## src/rtl/delay_line_prog_if.sv

```systemverilog
// Sample/control bundle between the CSR-driven datapath and the programmable delay line.
// The master drives samples and configuration; the slave returns the delayed stream.
interface delay_line_prog_if #(
  parameter int BITS = 64,
  parameter int DW   = 4
);
  logic            en;
  logic            clr;
  logic            cfg_load;
  logic [DW-1:0]   cfg_delay;
  logic [BITS-1:0] d;
  logic [BITS-1:0] q;
  logic            q_valid;
  logic [DW-1:0]   delay_cur;

  modport master (
    output en, clr, cfg_load, cfg_delay, d,
    input  q, q_valid, delay_cur
  );

  modport slave (
    input  en, clr, cfg_load, cfg_delay, d,
    output q, q_valid, delay_cur
  );
endinterface

```

## src/rtl/delay_line_prog.sv

```systemverilog
// Programmable-depth delay line: a circular buffer whose read pointer trails the write
// pointer by the active delay; a fill count masks entries not yet written since the last flush.
module delay_line_prog #(
  parameter int MAX_DEPTH = 8,
  parameter int BITS      = 64,
  parameter int DEF_DELAY = 8,
  parameter int DW        = $clog2(MAX_DEPTH + 1)
) (
  input  logic              clk,
  input  logic              rst_n,
  delay_line_prog_if.slave  bus
);
  localparam int AW = $clog2(MAX_DEPTH);

  logic [BITS-1:0] mem [MAX_DEPTH];
  logic [AW-1:0]   wr_ptr_r;
  logic [DW-1:0]   fill_r;
  logic [DW-1:0]   delay_r;
  logic [AW-1:0]   rd_ptr_s;
  logic            q_valid_s;
  logic [BITS-1:0] q_s;
  logic            wr_s;

  function automatic logic [DW-1:0] clamp_delay(input logic [DW-1:0] req);
    logic [DW-1:0] res;
    if (req == {DW{1'b0}}) begin
      res = DW'(1);
    end else if (req > DW'(MAX_DEPTH)) begin
      res = DW'(MAX_DEPTH);
    end else begin
      res = req;
    end
    return res;
  endfunction

  assign wr_s = bus.en && !bus.clr;

  // Sample storage; not reset because the fill count hides unwritten entries.
  always_ff @(posedge clk) begin
    if (wr_s) begin
      mem[wr_ptr_r] <= bus.d;
    end
  end

  // Pointer, fill and delay state; clr outranks both writes and reprogramming.
  always_ff @(posedge clk or negedge rst_n) begin
    if (!rst_n) begin
      wr_ptr_r <= {AW{1'b0}};
      fill_r   <= {DW{1'b0}};
      delay_r  <= DW'(DEF_DELAY);
    end else if (bus.clr) begin
      fill_r   <= {DW{1'b0}};
    end else begin
      if (bus.en) begin
        wr_ptr_r <= wr_ptr_r + AW'(1);
      end
      if (bus.cfg_load) begin
        // A new delay invalidates history so stale samples never surface.
        delay_r <= clamp_delay(bus.cfg_delay);
        fill_r  <= bus.en ? DW'(1) : {DW{1'b0}};
      end else if (bus.en && (fill_r != DW'(MAX_DEPTH))) begin
        fill_r  <= fill_r + DW'(1);
      end else begin
        fill_r  <= fill_r;
      end
    end
  end

  // Read side: at delay MAX_DEPTH rd_ptr equals wr_ptr and sees the pre-write value.
  always_comb begin
    rd_ptr_s  = wr_ptr_r - delay_r[AW-1:0];
    q_valid_s = (fill_r >= delay_r);
    if (q_valid_s) begin
      q_s = mem[rd_ptr_s];
    end else begin
      q_s = {BITS{1'b0}};
    end
  end

  assign bus.q         = q_s;
  assign bus.q_valid   = q_valid_s;
  assign bus.delay_cur = delay_r;
endmodule

```

## src/flat_wrapper.sv

```systemverilog
// flat-port wrapper written by rule: the top's interface ports become plain ports
module delay_line_prog_flat 
#(
  parameter int MAX_DEPTH = 8,
  parameter int BITS      = 64,
  parameter int DEF_DELAY = 8,
  parameter int DW        = $clog2(MAX_DEPTH + 1)
)
  (clk, rst_n, bus_en, bus_clr, bus_cfg_load, bus_cfg_delay, bus_d, bus_q, bus_q_valid, bus_delay_cur);
  delay_line_prog_if #(.BITS(BITS), .DW(DW)) bus_i ();
  input  logic clk;
  input  logic rst_n;
  input wire logic [$bits(bus_i.en)-1:0] bus_en;
  input wire logic [$bits(bus_i.clr)-1:0] bus_clr;
  input wire logic [$bits(bus_i.cfg_load)-1:0] bus_cfg_load;
  input wire logic [$bits(bus_i.cfg_delay)-1:0] bus_cfg_delay;
  input wire logic [$bits(bus_i.d)-1:0] bus_d;
  output wire logic [$bits(bus_i.q)-1:0] bus_q;
  output wire logic [$bits(bus_i.q_valid)-1:0] bus_q_valid;
  output wire logic [$bits(bus_i.delay_cur)-1:0] bus_delay_cur;
  assign bus_i.en = bus_en;
  assign bus_i.clr = bus_clr;
  assign bus_i.cfg_load = bus_cfg_load;
  assign bus_i.cfg_delay = bus_cfg_delay;
  assign bus_i.d = bus_d;
  assign bus_q = bus_i.q;
  assign bus_q_valid = bus_i.q_valid;
  assign bus_delay_cur = bus_i.delay_cur;
  delay_line_prog #(.MAX_DEPTH(MAX_DEPTH), .BITS(BITS), .DEF_DELAY(DEF_DELAY), .DW(DW)) u_core (.clk(clk), .rst_n(rst_n), .bus(bus_i));
endmodule
```

## config.mk

```make
export PLATFORM = sky130hd
export DESIGN_NAME = delay_line_prog_flat
export DESIGN_NICKNAME = d
export VERILOG_FILES = /design/src/rtl/delay_line_prog_if.sv /design/src/rtl/delay_line_prog.sv /design/src/flat_wrapper.sv
export SDC_FILE = /design/constraint.sdc
export NUM_CORES = 1
export LEC_CHECK = 0
export BUFFER_PORTS_ARGS = -buffer_cell sky130_fd_sc_hd__buf_2
export CAP_MARGIN = 20
export CORE_MARGIN = 10
export CORE_UTILIZATION = 35
export DETAILED_ROUTE_END_ITERATION = 10
export HOLD_SLACK_MARGIN = 0.1
export RECOVER_POWER = 100
export SETUP_SLACK_MARGIN = 0.1
export SLEW_MARGIN = 5
export SYNTH_ARGS = -nofsm -noshare
export SYNTH_HDL_FRONTEND = slang
export SYNTH_SLANG_ARGS = --single-unit
```

## constraint.sdc

```tcl
create_clock -name clk -period 14.65 [get_ports clk]
set_input_delay 4.395 -clock clk [delete_from_list [all_inputs] [get_ports clk]]
set_output_delay 4.395 -clock clk [all_outputs]
set_load 0.02 [all_outputs]
```

==> flow_summary_export.csv, run 1 <==
group,metric,value,unit
power_and_ir_drop,leakage,7.38,nW
yosys,ys.flop_type,"edfxtp_1",
floorplanning,die_w,262,um
yosys,synth_seq_cells,523,
global_routing,grt_max_degree,59,
global_routing,antenna_found_initial,7,
global_routing,grt_pass1_wl,65900,um
timing,fmax,93.5,MHz
place,dp_cells,1779,
flow_run,max_cap_viol_count,20,
floorplanning,initial_utilization,0.354,
timing,period_share,0.730,
timing,grt_setup_unrepaired,"false",
detailed_routing,drtIter0Drc,696,
clock_tree,path_clk_slew,60,ps
place,place_congestion,0.683,
clock_tree,root_buffer,"clkbuf_16",
global_routing,grtUsageTotal,0.129,
worst_setup_path,crit_required,10260,ps
yosys,syn_area,20500,sq um
yosys,yosysWarnings,0,
worst_setup_path,crit_arrival,6300,ps
timing,finalClockSkew,16.7,ps
yosys,yosys.area.top_type,"edfxtp_1",
timing,fin_setup_tns,0,ps
detailed_routing,via_count,9352,
worst_setup_path,worstPathMaxFanout,37,
global_routing,grt_util_met2,0.227,
worst_setup_path,slowest_delay,2310,ps
clock_tree,cts-buffers-inserted,53,
yosys,yosysSeqAreaShare,0.764,
floorplanning,io_pins,142,
floorplanning,die-height,262,um
detailed_routing,wire_per_inst,23.6,um
yosys,synth_edf_count,512,
detailed_routing,dr.pass1.iters,5,
yosys,yosysUniqueCellTypes,31,
yosys,synth_top_cell_area_share,0.751,
timing,finalSetupViolations,0,
timing,final_max_slew_viol_count,664,
floorplanning,rows,88,
worst_setup_path,worst_setup_path_start_kind,"register",
global_routing,grt_use_met3,0.0304,
yosys,syn_inst,895,
global_routing,met1_usage,0.158,
place,dp_hpwl,25000,um
clock_tree,htreeDepth,2,
global_routing,grt_overflow,0,
finish,insertedDiodeCount,0,
yosys,synth_fp_nets,977,
finish,postLayoutCellArea,23600,sq um
finish,drive_gt1_frac,0.253,
clock_tree,postCtsSetupBuffers,0,
global_routing,busiest_layer,"met2",
yosys,synth_most_common_cell,"edfxtp_1",
worst_setup_path,cp_slowest_cell,"clkbuf_1",
worst_setup_path,cp-end-kind,"primary output",
clock_tree,cts.path.max_buffers,3,
finish,final_cells,1875,
clock_tree,cts_sinks,523,
timing,holdWs,519,ps
clock_tree,tritoncts,"done",
floorplanning,die_area,68600,sq um
timing,hold_violations,0,
worst_setup_path,critPathTopFamily,"buffers and inverters",
yosys,yosys-top-cells-area,"edfxtp_1, mux4_2, mux2i_1",
floorplanning,core-area,57800,sq um
detailed_routing,wl,44200,um
finish,final_nets,1151,
global_routing,grt_pass1_vias,10197,
power_and_ir_drop,peakVddDrop,0.000168,V
yosys,async_reset_ff_frac,0.0210,
worst_setup_path,cp_num_buf_inv,4,
power_and_ir_drop,power_density,201,nW/um^2
worst_setup_path,crit_top_cell,"clkbuf_1",
clock_tree,clkLatencyLatePin,590,ps
detailed_routing,route.detailed.drc,0,
detailed_routing,drtAntennaViolNets,0,
status,violations,"max-capacitance violations, max-slew violations",
clock_tree,ctsHoldBuffers,0,
finish,fillers,5127,
place,io_buffers,141,
finish,area_growth_syn_to_layout,15.3,%
timing,tightest_slew,3210,ps
timing,relSlewSlack,-1.14,
yosys,synth_common_cells,"edfxtp_1, mux4_2, mux2i_1",
worst_setup_path,worstPathCellList,"inv_1, ha_4, clkbuf_1, buf_4, mux4_2, mux2i_1, nor3_2, clkbuf_1",
worst_setup_path,crit_type,"reg -> out",
place,placed_cell_area,22200,sq um
min_path,hp-class,"reg -> reg",
yosys,syn_area_per_cell,22.9,sq um
clock_tree,cts_resized,0,
detailed_routing,routed_via_density,4.99,
timing,finalWorstPathRequiredPeriod,10700,ps
worst_setup_path,ff2ff_setup_slack,9270,ps
status,status,"complete, but fails checks",
[per-layer routing]
layer / vias up / wire length (um)
li1: 4102 / -
met1: 4975 / 18300
met2: 193 / 22900
met3: 68 / 2040
met4: 14 / 822
met5: - / 92
[cells by family after synthesis]
kind of cell | synth area share
flip-flops | 0.764
adder cells (fa/ha/maj) | 0.00586
AND/OR/NAND/NOR | 0.0352
multiplexers | 0.174
XOR/XNOR | 0.00428
buffers and inverters | 0.0142
AO/OA/AOI/OAI | 0.00281
[worst paths after layout]
| kind | cells after the start | to | from |
|---|---|---|---|
| min in group asynchronous | 1 | u_core.bus.delay_cur[1]$_DFFE_PN0P_ | rst_n |
| max reg2reg | 4 | u_core.mem[5][36]$_DFFE_PP_ | u_core.wr_ptr_r[1]$_DFFE_PN0P_ |
| max | 8 | bus_q[49] | u_core.wr_ptr_r[0]$_DFFE_PN0P_ |
| min reg2reg | 2 | u_core.bus.delay_cur[1]$_DFFE_PN0P_ | u_core.bus.delay_cur[1]$_DFFE_PN0P_ |
| max in group asynchronous | 1 | u_core.fill_r[1]$_DFFE_PN0P_ | rst_n |
| min | 2 | u_core.bus.delay_cur[1]$_DFFE_PN0P_ | u_core.bus.delay_cur[1]$_DFFE_PN0P_ |
[registers in the layout (all words and copies together) (netlist names)]
signal	flops
u_core.mem	512
u_core.fill_r	4
u_core.bus.delay_cur	4
u_core.wr_ptr_r	3
[power breakdown]
group	internal [mW]	total, mW	switching [mW]
Combinational	0.704	1.59	0.891
Clock	0.808	1.35	0.537
Sequential	1.77	1.80	0.0281
Total	3.28	4.74	1.46
[cell usage in the layout, fill, tap and decap left out, types with 2 or more instances in the layout]
master and n:
mux4_2 128, nand2_1 8, xnor2_1 3, inv_1 8, clkinv_2 5, bufinv_16 6, mux2i_1 65, xor2_1 2
nor3_1 20, mux2_2 2, nand2b_1 5, nor2_1 8, nor3_2 49, buf_4 8, ha_1 7, nor2_4 3
dfrtp_1 10, o21ai_0 3, clkbuf_1 165, clkbuf_8 3, clkbuf_16 55, buf_2 15, clkinv_1 5, edfxtp_1 512
[per-stage QoR]
stage          utilization  worst slack (ps)  total power, mW
2_1_floorplan            -              4890             3.05
3_3_place_gp         0.384              6210             3.47
3_5_place_dp         0.384              6180             3.48
4_1_cts              0.414              5520             4.84
5_1_grt              0.409              3130             4.99
6_report             0.409              3950             4.74
[worst min-delay path: stages, from the launching register on]
cell     delay [ps]
dfrtp_1         370
nand2_1          50
o21ai_0          60
[area by class of cell]
type,count,area (sq um),share of cell area
sequential,523,15700,0.662
multi-input combinational,315,4570,0.194
clock buffer,78,1490,0.0632
tap,765,957,0.0405
timing repair buffer,168,679,0.0288
clock inverter,18,241,0.0102
inverter,8,30.0,0.00127
Note: power is estimated with default switching activity, not from simulation.
==> run 2: changes to the inputs <==
==> constraint.sdc (replaced) <==
create_clock -name clk -period 9.1 [get_ports clk]
set_input_delay 2.73 -clock clk [delete_from_list [all_inputs] [get_ports clk]]
set_output_delay 2.73 -clock clk [all_outputs]
set_load 0.02 [all_outputs]
==> flow_summary_export.csv, run 2 (synthesis results as in run 1) <==
group,metric,value,unit
status,status,"complete, but fails checks",
status,violations,"max-capacitance violations, max-slew violations",
finish,fillers,5145,
global_routing,grt_pass1_wl,66900,um
finish,drive_gt1_frac,0.260,
place,placed_cell_area,22200,sq um
timing,period_share,0.863,
timing,final_max_slew_viol_count,584,
min_path,hp-start,"u_core.bus.delay_cur[1]$_DFFE_PN0P_",
finish,largest_reg_flops,512,
clock_tree,cts-buffers-inserted,54,
floorplanning,rows,88,
finish,final_nets,1152,
global_routing,grt_overflow,0,
global_routing,grtUsageTotal,0.131,
detailed_routing,drtIter0Drc,492,
timing,relSlewSlack,-0.958,
worst_setup_path,timing.rr.start,"u_core.wr_ptr_r[1]$_DFFE_PN0P_",
finish,largest_register,"u_core.mem",
detailed_routing,via_count,9396,
place,dp_cells,1776,
place,place_congestion,0.721,
clock_tree,cts_sinks,523,
finish,postLayoutCellArea,23600,sq um
worst_setup_path,cp-end-kind,"primary output",
floorplanning,initial_utilization,0.354,
power_and_ir_drop,leakage,7.38,nW
timing,finalSetupViolations,0,
timing,finalClockSkew,12.2,ps
floorplanning,io_pins,142,
timing,fmax,127,MHz
place,dp_hpwl,24300,um
worst_setup_path,worst_setup_path_start_kind,"register",
timing,finalWorstPathRequiredPeriod,7850,ps
timing,tightest_slew,2940,ps
worst_setup_path,crit_type,"reg -> out",
timing,hold_violations,0,
floorplanning,die-height,262,um
timing,fin_setup_tns,0,ps
power_and_ir_drop,peakVddDrop,0.000201,V
global_routing,antenna_found_initial,5,
power_and_ir_drop,total_power,7.57,mW
worst_setup_path,timing.rr.end,"u_core.mem[1][22]$_DFFE_PP_",
worst_setup_path,worstPathMaxFanout,54,
detailed_routing,dr.pass1.iters,4,
place,io_buffers,141,
power_and_ir_drop,power_density,320,nW/um^2
detailed_routing,wire_per_inst,23.7,um
timing,grt_setup_unrepaired,"false",
floorplanning,core-area,57800,sq um
clock_tree,ctsHoldBuffers,0,
clock_tree,clkLatencyLatePin,590,ps
worst_setup_path,crit_required,6370,ps
min_path,hold_depth,2,
min_path,min_to,"u_core.bus.delay_cur[1]$_DFFE_PN0P_",
clock_tree,tritoncts,"done",
min_path,hp-class,"reg -> reg",
finish,final_cell_mix,"edfxtp_1, clkbuf_1, mux4_2",
clock_tree,postCtsSetupBuffers,0,
detailed_routing,route.detailed.drc,0,
detailed_routing,routed_via_density,5.01,
finish,final_cells,1877,
global_routing,grt_pass1_vias,10362,
detailed_routing,drtAntennaViolNets,0,
floorplanning,die_w,262,um
clock_tree,root_buffer,"clkbuf_16",
clock_tree,cts.path.max_buffers,3,
finish,insertedDiodeCount,0,
clock_tree,path_clk_slew,60,ps
worst_setup_path,crit_arrival,5120,ps
worst_setup_path,ff2ff_setup_slack,3800,ps
finish,layout_commonest_cell,"edfxtp_1",
global_routing,grt_max_degree,58,
clock_tree,cts_resized,0,
floorplanning,die_area,68600,sq um
finish,fin_util,0.409,
detailed_routing,wl,44500,um
worst_setup_path,r2r_cells,4,
clock_tree,htreeDepth,2,
flow_run,max_cap_viol_count,18,
finish,area_growth_syn_to_layout,15.3,%
==> run 2: worst max-delay path by stage <==
stage,startpoint,endpoint,slack (ps),cells after the start
final,u_core.wr_ptr_r[0]$_DFFE_PN0P_,bus_q[8],1250,9
after detailed placement,u_core.wr_ptr_r[0]$_DFFE_PN0P_,bus_q[6],2670,9
after CTS,u_core.wr_ptr_r[0]$_DFFE_PN0P_,bus_q[6],2030,9
after floorplan,bus_en,u_core.mem[0][0]$_DFFE_PP_,1010,3
after global placement,u_core.wr_ptr_r[0]$_DFFE_PN0P_,bus_q[6],2670,9
after global routing,u_core.wr_ptr_r[0]$_DFFE_PN0P_,bus_q[7],970,9
==> run 2: layer usage <==
layer	track usage	wire length (um)
met5	0	63
met4	0.0364	765
met3	0.0275	2070
met2	0.229	23100
met1	0.161	18600
==> run 2: metrics by stage <==
step | setup slack [ps] | hold slack, ps
after floorplan | 1010 | 576
after global placement | 2670 | 498
after detailed placement | 2670 | 505
after CTS | 2030 | 519
after global routing | 973 | 577
final | 1250 | 513
==> run 2: final cells by class <==
type / instances / area (sq um) / share of cell area
well taps: 765 / 957 / 0.0405
flip-flops and latches: 523 / 15700 / 0.663
multi-input cells: 315 / 4570 / 0.193
inverters: 8 / 30.0 / 0.00127
clock buffers: 65 / 1410 / 0.0598
repair buffers: 168 / 728 / 0.0308
clock inverters: 33 / 274 / 0.0116
==> run 2: worst max-delay path, cell delays in order (launching register included) <==
cell	delay (ps)
dfrtp_1	430
inv_1	160
ha_4	140
inv_1	40
fa_4	1240
clkbuf_2	1310
mux4_2	440
mux2i_1	70
nor3_1	370
clkbuf_1	280
==> run 2: power breakdown <==
part	internal [mW]	leakage, nW	switching [mW]
registers	2.85	4.76	0.0438
clock network	1.22	0.814	0.885
logic	1.13	1.80	1.44
total	5.19	7.38	2.37
==> run 3: changes to the inputs <==
--- a/config.mk
+++ b/config.mk
@@ -11,7 +11,6 @@
 export CORE_UTILIZATION = 35
 export DETAILED_ROUTE_END_ITERATION = 10
 export HOLD_SLACK_MARGIN = 0.1
-export RECOVER_POWER = 100
 export SETUP_SLACK_MARGIN = 0.1
 export SLEW_MARGIN = 5
 export SYNTH_ARGS = -nofsm -noshare
==> flow_summary_export.csv, run 3 (synthesis results as in run 1) <==
group,metric,value,unit
finish,postLayoutCellArea,24000,sq um
worst_setup_path,crit_start,"u_core.wr_ptr_r[0]$_DFFE_PN0P_",
clock_tree,postCtsSetupBuffers,0,
timing,holdWs,508,ps
floorplanning,die_area,68600,sq um
min_path,hp-start,"u_core.bus.delay_cur[1]$_DFFE_PN0P_",
global_routing,grt_pass1_vias,10362,
min_path,hold_depth,2,
timing,worst_slack,2100,ps
place,io_buffers,141,
detailed_routing,wl,44600,um
global_routing,grtUsageTotal,0.131,
global_routing,grt_overflow,0,
timing,relSlewSlack,0.326,
timing,finalWorstPathRequiredPeriod,7000,ps
floorplanning,initial_utilization,0.354,
worst_setup_path,worst_setup_path_start_kind,"register",
timing,fmax,143,MHz
floorplanning,io_pins,142,
power_and_ir_drop,power_density,317,nW/um^2
worst_setup_path,worstPathMaxFanout,42,
clock_tree,cts-buffers-inserted,54,
finish,ff_latch_area,15700,sq um
detailed_routing,wire_per_inst,23.7,um
clock_tree,cts.path.max_buffers,3,
clock_tree,htreeDepth,2,
flow_run,max_cap_viol_count,0,
detailed_routing,drtIter0Drc,505,
floorplanning,die-height,262,um
place,dp_hpwl,24300,um
finish,fin_util,0.414,
global_routing,antenna_found_initial,6,
clock_tree,path_clk_slew,60,ps
timing,period_share,0.769,
global_routing,grt_max_degree,58,
finish,final_nets,1152,
finish,largest_reg_flops,512,
worst_setup_path,cp-end-kind,"primary output",
detailed_routing,via_count,9457,
place,dpl_worst_slack,2670,ps
clock_tree,cts_resized,0,
worst_setup_path,crit_type,"reg -> out",
worst_setup_path,crit_required,6370,ps
floorplanning,die_w,262,um
power_and_ir_drop,leakage,7.88,nW
finish,multi_input_area,4640,sq um
status,status,"completed",
worst_setup_path,ff2ff_setup_slack,6350,ps
timing,hold_violations,0,
detailed_routing,route.detailed.drc,0,
worst_setup_path,crit_arrival,4270,ps
worst_setup_path,timing.rr.start,"u_core.wr_ptr_r[1]$_DFFE_PN0P_",
min_path,hp-class,"reg -> reg",
clock_tree,ctsHoldBuffers,0,
floorplanning,core-area,57800,sq um
clock_tree,root_buffer,"clkbuf_16",
timing,finalSetupViolations,0,
place,place_congestion,0.721,
global_routing,grt_pass1_wl,66900,um
timing,tightest_slew,1010,ps
clock_tree,tritoncts,"done",
timing,finalClockSkew,10.5,ps
clock_tree,cts_sinks,523,
finish,largest_register,"u_core.mem",
finish,layout_commonest_cell,"edfxtp_1",
detailed_routing,dr.pass1.iters,6,
place,placed_cell_area,22200,sq um
power_and_ir_drop,peakVddDrop,0.000211,V
detailed_routing,routed_via_density,5.03,
finish,final_cells,1879,
timing,grt_setup_unrepaired,"false",
power_and_ir_drop,total_power,7.60,mW
finish,fillers,5078,
timing,final_max_slew_viol_count,0,
timing,fin_setup_tns,0,ps
finish,final_cell_mix,"edfxtp_1, buf_2, mux4_2",
finish,area_growth_syn_to_layout,16.9,%
clock_tree,clkLatencyLatePin,590,ps
worst_setup_path,r2r_cells,3,
place,dp_cells,1776,
floorplanning,rows,88,
detailed_routing,drtAntennaViolNets,0,
finish,drive_gt1_frac,0.397,
[run 3: area by class of cell]
type / instances / share of cell area
Sequential cell: 523 / 0.653
Multi-Input combinational cell: 315 / 0.194
Clock buffer: 65 / 0.0590
Timing Repair Buffer: 168 / 0.0411
Tap cell: 765 / 0.0400
Clock inverter: 33 / 0.0114
Inverter: 8 / 0.00125
Antenna cell: 2 / 0.000209
[run 3: final timing paths]
check / end
setup / recovery: bus_q[6]
hold / removal: u_core.bus.delay_cur[1]$_DFFE_PN0P_
setup reg to reg: u_core.mem[7][33]$_DFFE_PP_
hold reg to reg: u_core.bus.delay_cur[1]$_DFFE_PN0P_
max in group asynchronous: u_core.bus.delay_cur[3]$_DFFE_PN1P_
min in group asynchronous: u_core.fill_r[0]$_DFFE_PN0P_
[run 3: worst max-delay path, stage by stage, from the launching register on]
cell and delay [ps]:
dfrtp_1 450, inv_1 170, ha_4 140, inv_1 40, fa_4 1250, buf_4 570
mux4_2 300, mux2i_1 70, nor3_1 420, buf_2 270
[run 3: where the power goes]
part,total (mW),leakage [nW],internal (mW),switching [mW]
Sequential,2.88,4.76,2.84,0.0455
Combinational,2.62,2.30,1.16,1.45
Clock,2.10,0.814,1.22,0.884
Total,7.60,7.88,5.22,2.38
[run 3: routing by layer]
| metal | track usage | vias to the layer above | routed length (um) | part of all wire |
|---|---|---|---|---|
| met5 | 0 | - | 70 | 0.0016 |
| met4 | 0.0364 | 12 | 800 | 0.018 |
| met3 | 0.0275 | 71 | 2050 | 0.046 |
| met2 | 0.229 | 188 | 23200 | 0.52 |
| met1 | 0.161 | 5070 | 18500 | 0.42 |
| li1 | - | 4116 | - | - |
